===== config.mk =====
export PLATFORM = sky130hd
export DESIGN_NAME = divisor_de_frecuencia_programable
export DESIGN_NICKNAME = d
export VERILOG_FILES = /design/src/rtl/divisor_de_frecuencia_programable.sv
export SDC_FILE = /design/constraint.sdc
export NUM_CORES = 1
export LEC_CHECK = 0
export ABC_AREA = 0
export BUFFER_PORTS_ARGS = -buffer_cell sky130_fd_sc_hd__clkbuf_2
export CORE_ASPECT_RATIO = 0.9
export CORE_UTILIZATION = 44
export DETAILED_ROUTE_END_ITERATION = 10
export GPL_TIMING_DRIVEN = 0
export PLACE_DENSITY = 0.6
export SLEW_MARGIN = 20
export SYNTH_ARGS = -nofsm -noshare
export SYNTH_HDL_FRONTEND = slang
export SYNTH_SLANG_ARGS = --single-unit

===== constraint.sdc =====
create_clock -name clockBase -period 3.5 [get_ports clockBase]
set_clock_uncertainty 0.15 [all_clocks]
set_input_delay 0 -clock clockBase [delete_from_list [all_inputs] [get_ports clockBase]]
set_output_delay 0 -clock clockBase [all_outputs]
set_load 0.05 [all_outputs]

===== src/rtl/divisor_de_frecuencia_programable.sv =====
// rtl/divisor_de_frecuencia_programable.sv - multi-channel programmable clock divider
//
// Purpose: each of CANALES channels divides clockBase by its own divisor D
// (clamped to at least 2) and produces a registered square wave plus a
// one-cycle tick per period. A new divisor is written into a per-channel
// shadow register. A running channel applies it at its next wrap, so the
// current period is never cut short. A stopped channel applies it at once.
//
// Ports:
//   clockBase       in   base clock, rising edge
//   reset           in   synchronous active-high reset
//   habilitar       in   per-channel run enable
//   escribir        in   one-cycle divisor write strobe
//   canalEscritura  in   target channel of the write (out-of-range ignored)
//   divisorNuevo    in   divisor value to write
//   clockInt        out  divided clock per channel (registered)
//   pulso           out  one-cycle tick per channel period (registered)
//   pendiente       out  channel holds a divisor not yet applied
module divisor_de_frecuencia_programable #(
  parameter int ANCHO           = 15,
  parameter int CANALES         = 3,
  parameter int DIVISOR_INICIAL = 26667,
  localparam int ANCHO_CANAL    = (CANALES > 1) ? $clog2(CANALES) : 1
) (
  input  logic                   clockBase,
  input  logic                   reset,
  input  logic [CANALES-1:0]     habilitar,
  input  logic                   escribir,
  input  logic [ANCHO_CANAL-1:0] canalEscritura,
  input  logic [ANCHO-1:0]       divisorNuevo,
  output logic [CANALES-1:0]     clockInt,
  output logic [CANALES-1:0]     pulso,
  output logic [CANALES-1:0]     pendiente
);

  // Divisors are stored already clamped, so the counter logic never sees 0 or 1.
  localparam logic [ANCHO-1:0] DIV_RESET =
    (DIVISOR_INICIAL < 2) ? ANCHO'(2) : ANCHO'(DIVISOR_INICIAL);

  function automatic logic [ANCHO-1:0] acotar(input logic [ANCHO-1:0] valor);
    return (valor < ANCHO'(2)) ? ANCHO'(2) : valor;
  endfunction

  for (genvar i = 0; i < CANALES; i++) begin : g_canal
    logic [ANCHO-1:0] cuenta_q, cuenta_d;
    logic [ANCHO-1:0] activo_q, activo_d;
    logic [ANCHO-1:0] sombra_q, sombra_d;
    logic             pend_q, pend_d;
    logic             clk_q, clk_d;
    logic             pulso_q, pulso_d;
    logic             sel;
    logic             fin;

    // Out-of-range channel numbers match no channel, so such writes are dropped.
    assign sel = escribir && (canalEscritura == ANCHO_CANAL'(i));
    // The active divisor only changes at a wrap or while stopped (count 0),
    // so the count never exceeds D-1 and this is the only wrap point.
    assign fin = (cuenta_q == activo_q - ANCHO'(1));

    always_comb begin
      cuenta_d = cuenta_q;
      activo_d = activo_q;
      sombra_d = sombra_q;
      pend_d   = pend_q;
      clk_d    = 1'b0;
      pulso_d  = 1'b0;

      if (habilitar[i]) begin
        // High for floor(D/2) counts, low for the rest: odd D gets the longer low phase.
        clk_d   = (cuenta_q < (activo_q >> 1));
        pulso_d = fin;
        if (fin) begin
          cuenta_d = '0;
          if (pend_q) begin
            activo_d = sombra_q;
            pend_d   = 1'b0;
          end
        end else begin
          cuenta_d = cuenta_q + ANCHO'(1);
        end
      end else begin
        cuenta_d = '0;
        if (pend_q) begin
          activo_d = sombra_q;
          pend_d   = 1'b0;
        end
      end

      // Applied after the wrap logic: a write landing on a wrap edge stays
      // pending and waits for the following wrap.
      if (sel) begin
        sombra_d = acotar(divisorNuevo);
        pend_d   = 1'b1;
      end
    end

    always_ff @(posedge clockBase) begin
      if (reset) begin
        cuenta_q <= '0;
        activo_q <= DIV_RESET;
        sombra_q <= DIV_RESET;
        pend_q   <= 1'b0;
        clk_q    <= 1'b0;
        pulso_q  <= 1'b0;
      end else begin
        cuenta_q <= cuenta_d;
        activo_q <= activo_d;
        sombra_q <= sombra_d;
        pend_q   <= pend_d;
        clk_q    <= clk_d;
        pulso_q  <= pulso_d;
      end
    end

    assign clockInt[i]  = clk_q;
    assign pulso[i]     = pulso_q;
    assign pendiente[i] = pend_q;
  end

endmodule


==> summary.txt, run 1 <==
Run status -> completed
Final ANT Viol Nets -> 0
Net count of the mapped netlist -> 1,063
Worst-path maximum fanout -> 5
Area of placed instances -> 8750 um^2
Routability congestion estimate -> 0.809
Pre-CTS setup slack -> -0.139 ns
Post-DR vias/cell -> 5.22
Final antenna diode count -> 0
Least-Margin Pin Slew -> 0.751 ns
Core region area -> 18,400 um^2
Post-Synthesis Cells -> 995
Number of fill cells in the layout -> 1,797
CTS H-Tree Depth -> 4
Sequential fraction of the synthesis area -> 34.8%
Std-Cell Rows -> 47
Setup TNS -> 0 ns
Count of max-cap constraint violations -> 0
Share of synthesized registers carrying an async set or reset -> 0%
Fraction of the cycle the final worst path needs -> 93.8%
Setup Viol. Count Final -> 0
Number of cells after detailed placement -> 1,271
Layout Cells excl Fill -> 1,327
Die Span X -> 147 um
Hold crit path type -> primary input to register
Length of the first detailed-routing pass in iterations -> 5
Wire length of the first global-routing pass -> 33,900 um
Post-route cell area -> 9640 um^2
Most common library cell in the layout ignoring fill and taps -> dfxtp_1
Crit path arrival time -> 3.49 ns
DRC marker count from the first detailed-route iteration -> 446
Antenna violations before repair -> 0
Global-route usage over all layers -> 22.0%
Sequential cell area -> 2880 um^2
Via count of the first global-routing pass -> 6,500
Number of synthesized flops with an enable pin -> 0
Routed wire per std cell -> 15.3 um
Post-synthesis sequential element count -> 144
Number of clock buffers inserted by TritonCTS -> 17
Area added between synthesis and finish -> 16.4%
Critical Path Start Type -> register
Netlist cell types -> 64
Ratio of cells with drive above 1 in the final layout -> 8.87%
Ratio of total power to cell area -> 399 nW/um^2
Clk sinks -> 144
Most used cells in the layout excluding fill and tap cells -> dfxtp_1, nor2_1, nand2_1
Largest net degree at the start of global routing -> 17
Worst Slack Setup Final -> 0.219 ns
Crit path capture type -> register
Post-detailed-route DRC marker count -> 0
Setup repair after global routing missed its margin -> false
Post-layout utilization of the core -> 52.4%
Final Max Slew Viols -> 0
Clock Path Buffers -> 2
Final critical path time including I/O delays and setup -> 3.28 ns
Fmax -> 0.305 GHz
TritonCTS clock tree -> built
DP HPWL -> 15,300 um
Maximum VDD drop -> 0.302 mV
Later-pin clock latency in the skew report -> 0.43 ns
Initial standard-cell utilization of the core -> 45.0%
Total via count after detailed routing -> 6,921
Post-synth design cell area -> 8280 um^2
Post-detailed-routing wire length -> 20,400 um
Area of the multi-input gates -> 4950 um^2
Syn Area/Cell -> 8.33 um^2
Number of nets at the end of the flow -> 1,138
Sum of internal, switching and leakage power -> 3.84 mW
Required time at the endpoint of the critical path -> 3.71 ns
Final hold violations -> 0
Overall die height -> 132 um
Crit Path Class -> register to register
Dominant synthesized flop cell -> dfxtp_1
Area enclosed by the die boundary -> 19,400 um^2
Final-layout worst hold slack -> 0.0414 ns
Synth warnings -> 0
Clk root buf -> clkbuf_16
Worst slew slack as a fraction of its limit -> 49.9%
Static Leak -> 3.83 nW
Number of top-level pins -> 32
Port Buf Inserts -> 31
Overflow left after global routing -> 0
Clk slew on worst S/H paths -> 0.07 ns
-- area by class of cell --
| cell class | instances | area share (%) |
|---|---|---|
| Inverter | 52 | 2.02 |
| Clock inverter | 14 | 2.00 |
| Buffer | 56 | 2.85 |
| Clock buffer | 17 | 4.41 |
| Timing Repair Buffer | 57 | 4.26 |
| Multi-Input combinational cell | 742 | 51.4 |
| Tap cell | 245 | 3.18 |
| Sequential cell | 144 | 29.9 |
-- sequential cells by signal (all words and copies together), names as in the netlist --
register          count
g_canal.activo_q     45
g_canal.clk_q         3
g_canal.cuenta_q     45
g_canal.pend_q        3
g_canal.pulso_q       3
g_canal.sombra_q     45
-- layer usage --
layer / share of wire [%] / global-route usage, % / wire [um] / vias to the layer above
met1: 54 / 33.2 / 11000 / 3241
met3: 3.3 / 3.25 / 676 / 11
met2: 42 / 32.4 / 8550 / 118
li1: - / - / - / 3551
met5: 0 / 0 / 0 / -
met4: 0.70 / 5.67 / 142 / 0
-- timing repair --
action | in CTS | in global routing
gates resized for setup | 1 | 6
endpoints found under the hold margin | 75 | 0
setup endpoints to repair | 11 | 64
buffers inserted | 0 | 2
pin swaps | 0 | 1
hold buffers | 24 | 0
-- kinds of logic (layout without fill, tap and decap cells) --
family | count (synthesis) | in the layout | synth area share [%]
flip-flops | 144 | 144 | 34.8
buffers and inverters | 109 | 196 | 5.68
AO/OA/AOI/OAI | 121 | 121 | 10.2
AND/OR/NAND/NOR | 439 | 439 | 27.3
adder cells (fa/ha/maj) | 45 | 45 | 6.80
XOR/XNOR | 92 | 92 | 9.73
multiplexers | 45 | 45 | 5.44
-- critical path, cell delays in order (launching register included) --
cell       delay, ns
dfxtp_1         0.38
inv_1           0.09
ha_1            0.24
or3b_1          0.40
or4_1           0.48
a21oi_1         0.16
o2111ai_1       0.14
or4_4           0.61
a21boi_4        0.22
buf_4           0.18
mux2i_1         0.18
-- synthesized netlist by cell type (all sizes together), types with 5 or more instances --
master  instances  area share (%)
and3           15             1.1
clkbuf         43             2.0
nand4          18             1.4
a21o           16             1.4
nor2          117             5.3
xnor2          52             5.5
nor4           15             1.3
dfxtp         144              35
and3b           5            0.53
or3             5            0.38
o21ai          11            0.66
ha             45             6.8
and4            5            0.53
nand2b         54             4.1
a21oi          38             2.3
nand3          35             2.1
a211oi          5            0.45
a211o           7            0.74
nor3           17             1.1
inv            52             2.4
nor3b           8            0.79
mux2i          45             5.4
buf            14             1.4
o211ai          8            0.72
xor2           40             4.2
or4             5            0.59
nand2          99             4.5
nor2b          10            0.76
nand3b         19             1.7
-- worst paths after layout --
path | to | depth (start not counted) | slack, ns | from
hold / removal | g_canal[2].clk_q | 3 | 0.04 | reset
setup / recovery | g_canal[0].activo_q[3] | 10 | 0.22 | g_canal[0].activo_q[0]
setup reg to reg | g_canal[0].activo_q[3] | 10 | 0.22 | g_canal[0].activo_q[0]
hold reg to reg | g_canal[1].sombra_q[12] | 2 | 0.31 | g_canal[1].sombra_q[12]
-- power by group --
| group | internal (mW) | switching [mW] | total (mW) |
|---|---|---|---|
| Combinational | 0.0923 | 0.131 | 0.223 |
| Clock | 1.15 | 0.785 | 1.93 |
| Sequential | 1.67 | 0.0222 | 1.69 |
| Total | 2.91 | 0.938 | 3.84 |
Power figures use the tool's default switching activity.
==> run 2, diff against run 1 <==
--- a/config.mk
+++ b/config.mk
@@ -12,5 +12,5 @@
 export DETAILED_ROUTE_END_ITERATION = 10
 export GPL_TIMING_DRIVEN = 0
-export PLACE_DENSITY = 0.6
+export PLACE_DENSITY = 0.62
 export SLEW_MARGIN = 20
 export SYNTH_ARGS = -nofsm -noshare
==> constraint.sdc (replaced) <==
create_clock -name clockBase -period 3 [get_ports clockBase]
set_clock_uncertainty 0.15 [all_clocks]
set_input_delay 0 -clock clockBase [delete_from_list [all_inputs] [get_ports clockBase]]
set_output_delay 0 -clock clockBase [all_outputs]
set_load 0.005 [all_outputs]
==> run 2 against run 1 <==
- the flow now finishes with violations (setup timing)
- maximum frequency is 9.1% higher
- via count is 2.9% higher
- count of clock-buffer cells in the layout is 1 higher
- highest routed layer unchanged
- power is 12% higher
- largest cell class unchanged
- sequential share of layout area is 0.53 points lower
==> summary.txt, run 2 (synthesis results as in run 1) <==
Sw Pwr -> 1.07 mW (+14%)
Antenna violations before repair -> 0 (unchanged)
Wire length of the first global-routing pass -> 34,300 um (+1.1%)
Net switching fraction of the power -> 24.8% (+0.42 points)
Port Buf Inserts -> 31 (unchanged)
Critical Path Start Type -> register
Clock Path Buffers -> 2 (unchanged)
Final antenna diode count -> 0 (unchanged)
Run status -> finished with violations
Routability congestion estimate -> 0.841 (+4.0%)
Final critical path time including I/O delays and setup -> 3.01 ns (-0.274 ns)
Ratio of total power to cell area -> 438 nW/um^2 (+9.9%)
Routed wire per std cell -> 15.8 um (+2.9%)
Post-DR vias/cell -> 5.33 (+2.3%)
Worst slew slack as a fraction of its limit -> 47.9% (-2.1 points)
Worst-path maximum fanout -> 5 (unchanged)
Later-pin clock latency in the skew report -> 0.43 ns (about the same)
Via count of the first global-routing pass -> 6,672 (+2.6%)
Setup repair after global routing missed its margin -> true
Overall die height -> 132 um (unchanged)
Core region area -> 18,400 um^2 (unchanged)
Crit path capture type -> register
Initial standard-cell utilization of the core -> 45.0% (unchanged)
Maximum VDD drop -> 0.380 mV (+26%)
Required time at the endpoint of the critical path -> 3.20 ns (-0.51 ns)
Area enclosed by the die boundary -> 19,400 um^2 (unchanged)
Top Registers -> g_canal.activo_q: 45 flops, g_canal.cuenta_q: 45 flops, g_canal.sombra_q: 45 flops
Total via count after detailed routing -> 7,125 (+2.9%)
Most used cells in the layout excluding fill and tap cells -> dfxtp_1, nor2_1, nand2_1
Failing checks -> setup timing
Least-Margin Pin Slew -> 0.782 ns (+0.0308 ns)
Number of top-level pins -> 32 (unchanged)
Number of nets at the end of the flow -> 1,146 (+0.70%)
Post-detailed-route DRC marker count -> 0 (unchanged)
Fraction of the cycle the final worst path needs -> 100% (+6.5 points)
Cell depth of the worst flop-to-flop path -> 10 (unchanged)
Sum of internal, switching and leakage power -> 4.32 mW (+12%)
Area added between synthesis and finish -> 19.0%
Setup Viol. Count Final -> 1 (+1)
Final ANT Viol Nets -> 0 (unchanged)
Cells on Worst Hold Path -> 3 (unchanged)
Largest net degree at the start of global routing -> 17 (unchanged)
Crit path arrival time -> 3.21 ns (-0.28 ns)
CTS H-Tree Depth -> 4 (unchanged)
Cells traversed along the worst timing path -> inv_4, ha_4, or3b_4, or4_4, a21oi_4, o2111ai_2, or4_4, a21boi_4, buf_6, mux2i_1
Cell with the largest stage delay on the worst path -> or4_4
DP HPWL -> 15,300 um (about the same)
Final Max Slew Viols -> 0 (unchanged)
Part of the total power dissipated in combinational logic -> 5.9% (about the same)
TritonCTS clock tree -> built
Die Span X -> 147 um (unchanged)
Fmax -> 0.333 GHz (+9.1%)
Clk sinks -> 144 (unchanged)
Clk slew on worst S/H paths -> 0.07 ns (about the same)
Worst Slack Setup Final -> -0.00703 ns (-0.226 ns)
Pre-CTS setup slack -> -0.549 ns (-0.410 ns)
Static Leak -> 3.88 nW (+1.5%)
Share of total power in sequential cells -> 45.7% (+1.7 points)
Ratio of cells with drive above 1 in the final layout -> 12.0% (+3.1 points)
Count of max-cap constraint violations -> 0 (unchanged)
Crit Path Class -> register to register
Number of clock buffers inserted by TritonCTS -> 17 (unchanged)
Final hold violations -> 0 (unchanged)
Proportion of power drawn by the clock network -> 48.4% (-1.8 points)
Hold crit path type -> primary input to register
Global-route usage over all layers -> 22.4% (+0.37 points)
Cell-internal power -> 3.25 mW (+12%)
Length of the first detailed-routing pass in iterations -> 7 (+2)
Post-detailed-routing wire length -> 21,100 um (+3.6%)
Cell type with the highest occurrence count on the critical path -> or4_4
Overflow left after global routing -> 0 (unchanged)
Std-Cell Rows -> 47 (unchanged)
Largest stage delay, worst path -> 0.56 ns (-0.05 ns)
Clk root buf -> clkbuf_16
Most common library cell in the layout ignoring fill and taps -> dfxtp_1
DRC marker count from the first detailed-route iteration -> 404 (-9.4%)
## run 2: power groups by stage
| stage | combinational, mW | clock, mW | sequential, mW |
|---|---|---|---|
| after floorplan | 0.141 | 0 | 2.01 |
| after global placement | 0.221 | 0 | 2.02 |
| after detailed placement | 0.223 | 0 | 2.02 |
| after CTS | 0.256 | 2.14 | 1.97 |
| after global routing | 0.279 | 2.23 | 1.98 |
| final | 0.256 | 2.09 | 1.97 |
## run 2: cell type report
cell class | instances | area (um^2)
Fill cell | 1756 | 8550
Clock inverter | 14 | 148
Multi-Input combinational cell | 742 | 5090
Tap cell | 245 | 307
Sequential cell | 144 | 2900
Clock buffer | 18 | 439
Buffer | 52 | 258
Inverter | 52 | 198
Timing Repair Buffer | 69 | 524
## run 2: metal layers
layer / wire length (um) / up-vias / global-route usage [%]
met5: 0 / - / 0
met4: 335 / 0 / 7.41
met3: 876 / 24 / 4.43
met2: 9020 / 143 / 32.9
met1: 10900 / 3373 / 32.5
li1: - / 3585 / -
## run 2: worst paths after layout
kind	start	endpoint	slack, ns
max	g_canal[0].activo_q[0]	g_canal[0].activo_q[9]	-0.007
min	reset	g_canal[0].pulso_q	0.03
max reg2reg	g_canal[0].activo_q[0]	g_canal[0].activo_q[9]	-0.007
min reg2reg	g_canal[1].sombra_q[9]	g_canal[1].sombra_q[9]	0.31
## run 2: stage by stage
step                cell area, um^2  std cells  util [%]  setup TNS, ns  hold WS, ns
global route                   9860       1336      53.6         -0.806       0.0619
finish                         9860       1336      53.6       -0.00703       0.0332
floorplan                      8300        995         -              0      -0.0261
CTS                            9770       1334      53.1         -0.342      0.00740
detailed placement             8760       1271      47.6         -21.19        0.149
global placement               8760       1271      47.6         -21.97        0.147
## run 2: critical path: cells and delay by family (launching register included)
| kind | cells | cell delay (ns) |
|---|---|---|
| AO/OA/AOI/OAI | 3 | 0.49 |
| adder cells (fa/ha/maj) | 1 | 0.12 |
| buffers and inverters | 2 | 0.22 |
| flip-flops | 1 | 0.36 |
| multiplexers | 1 | 0.20 |
| AND/OR/NAND/NOR | 3 | 1.38 |
## run 2: repair_timing
action	4_1_cts	5_1_grt
endpoints found under the setup margin	82	71
gates cloned	1	0
hold buffers	24	0
gates resized for setup	25	26
hold endpoints to repair	85	0
setup buffers	8	6
pin swaps	9	6
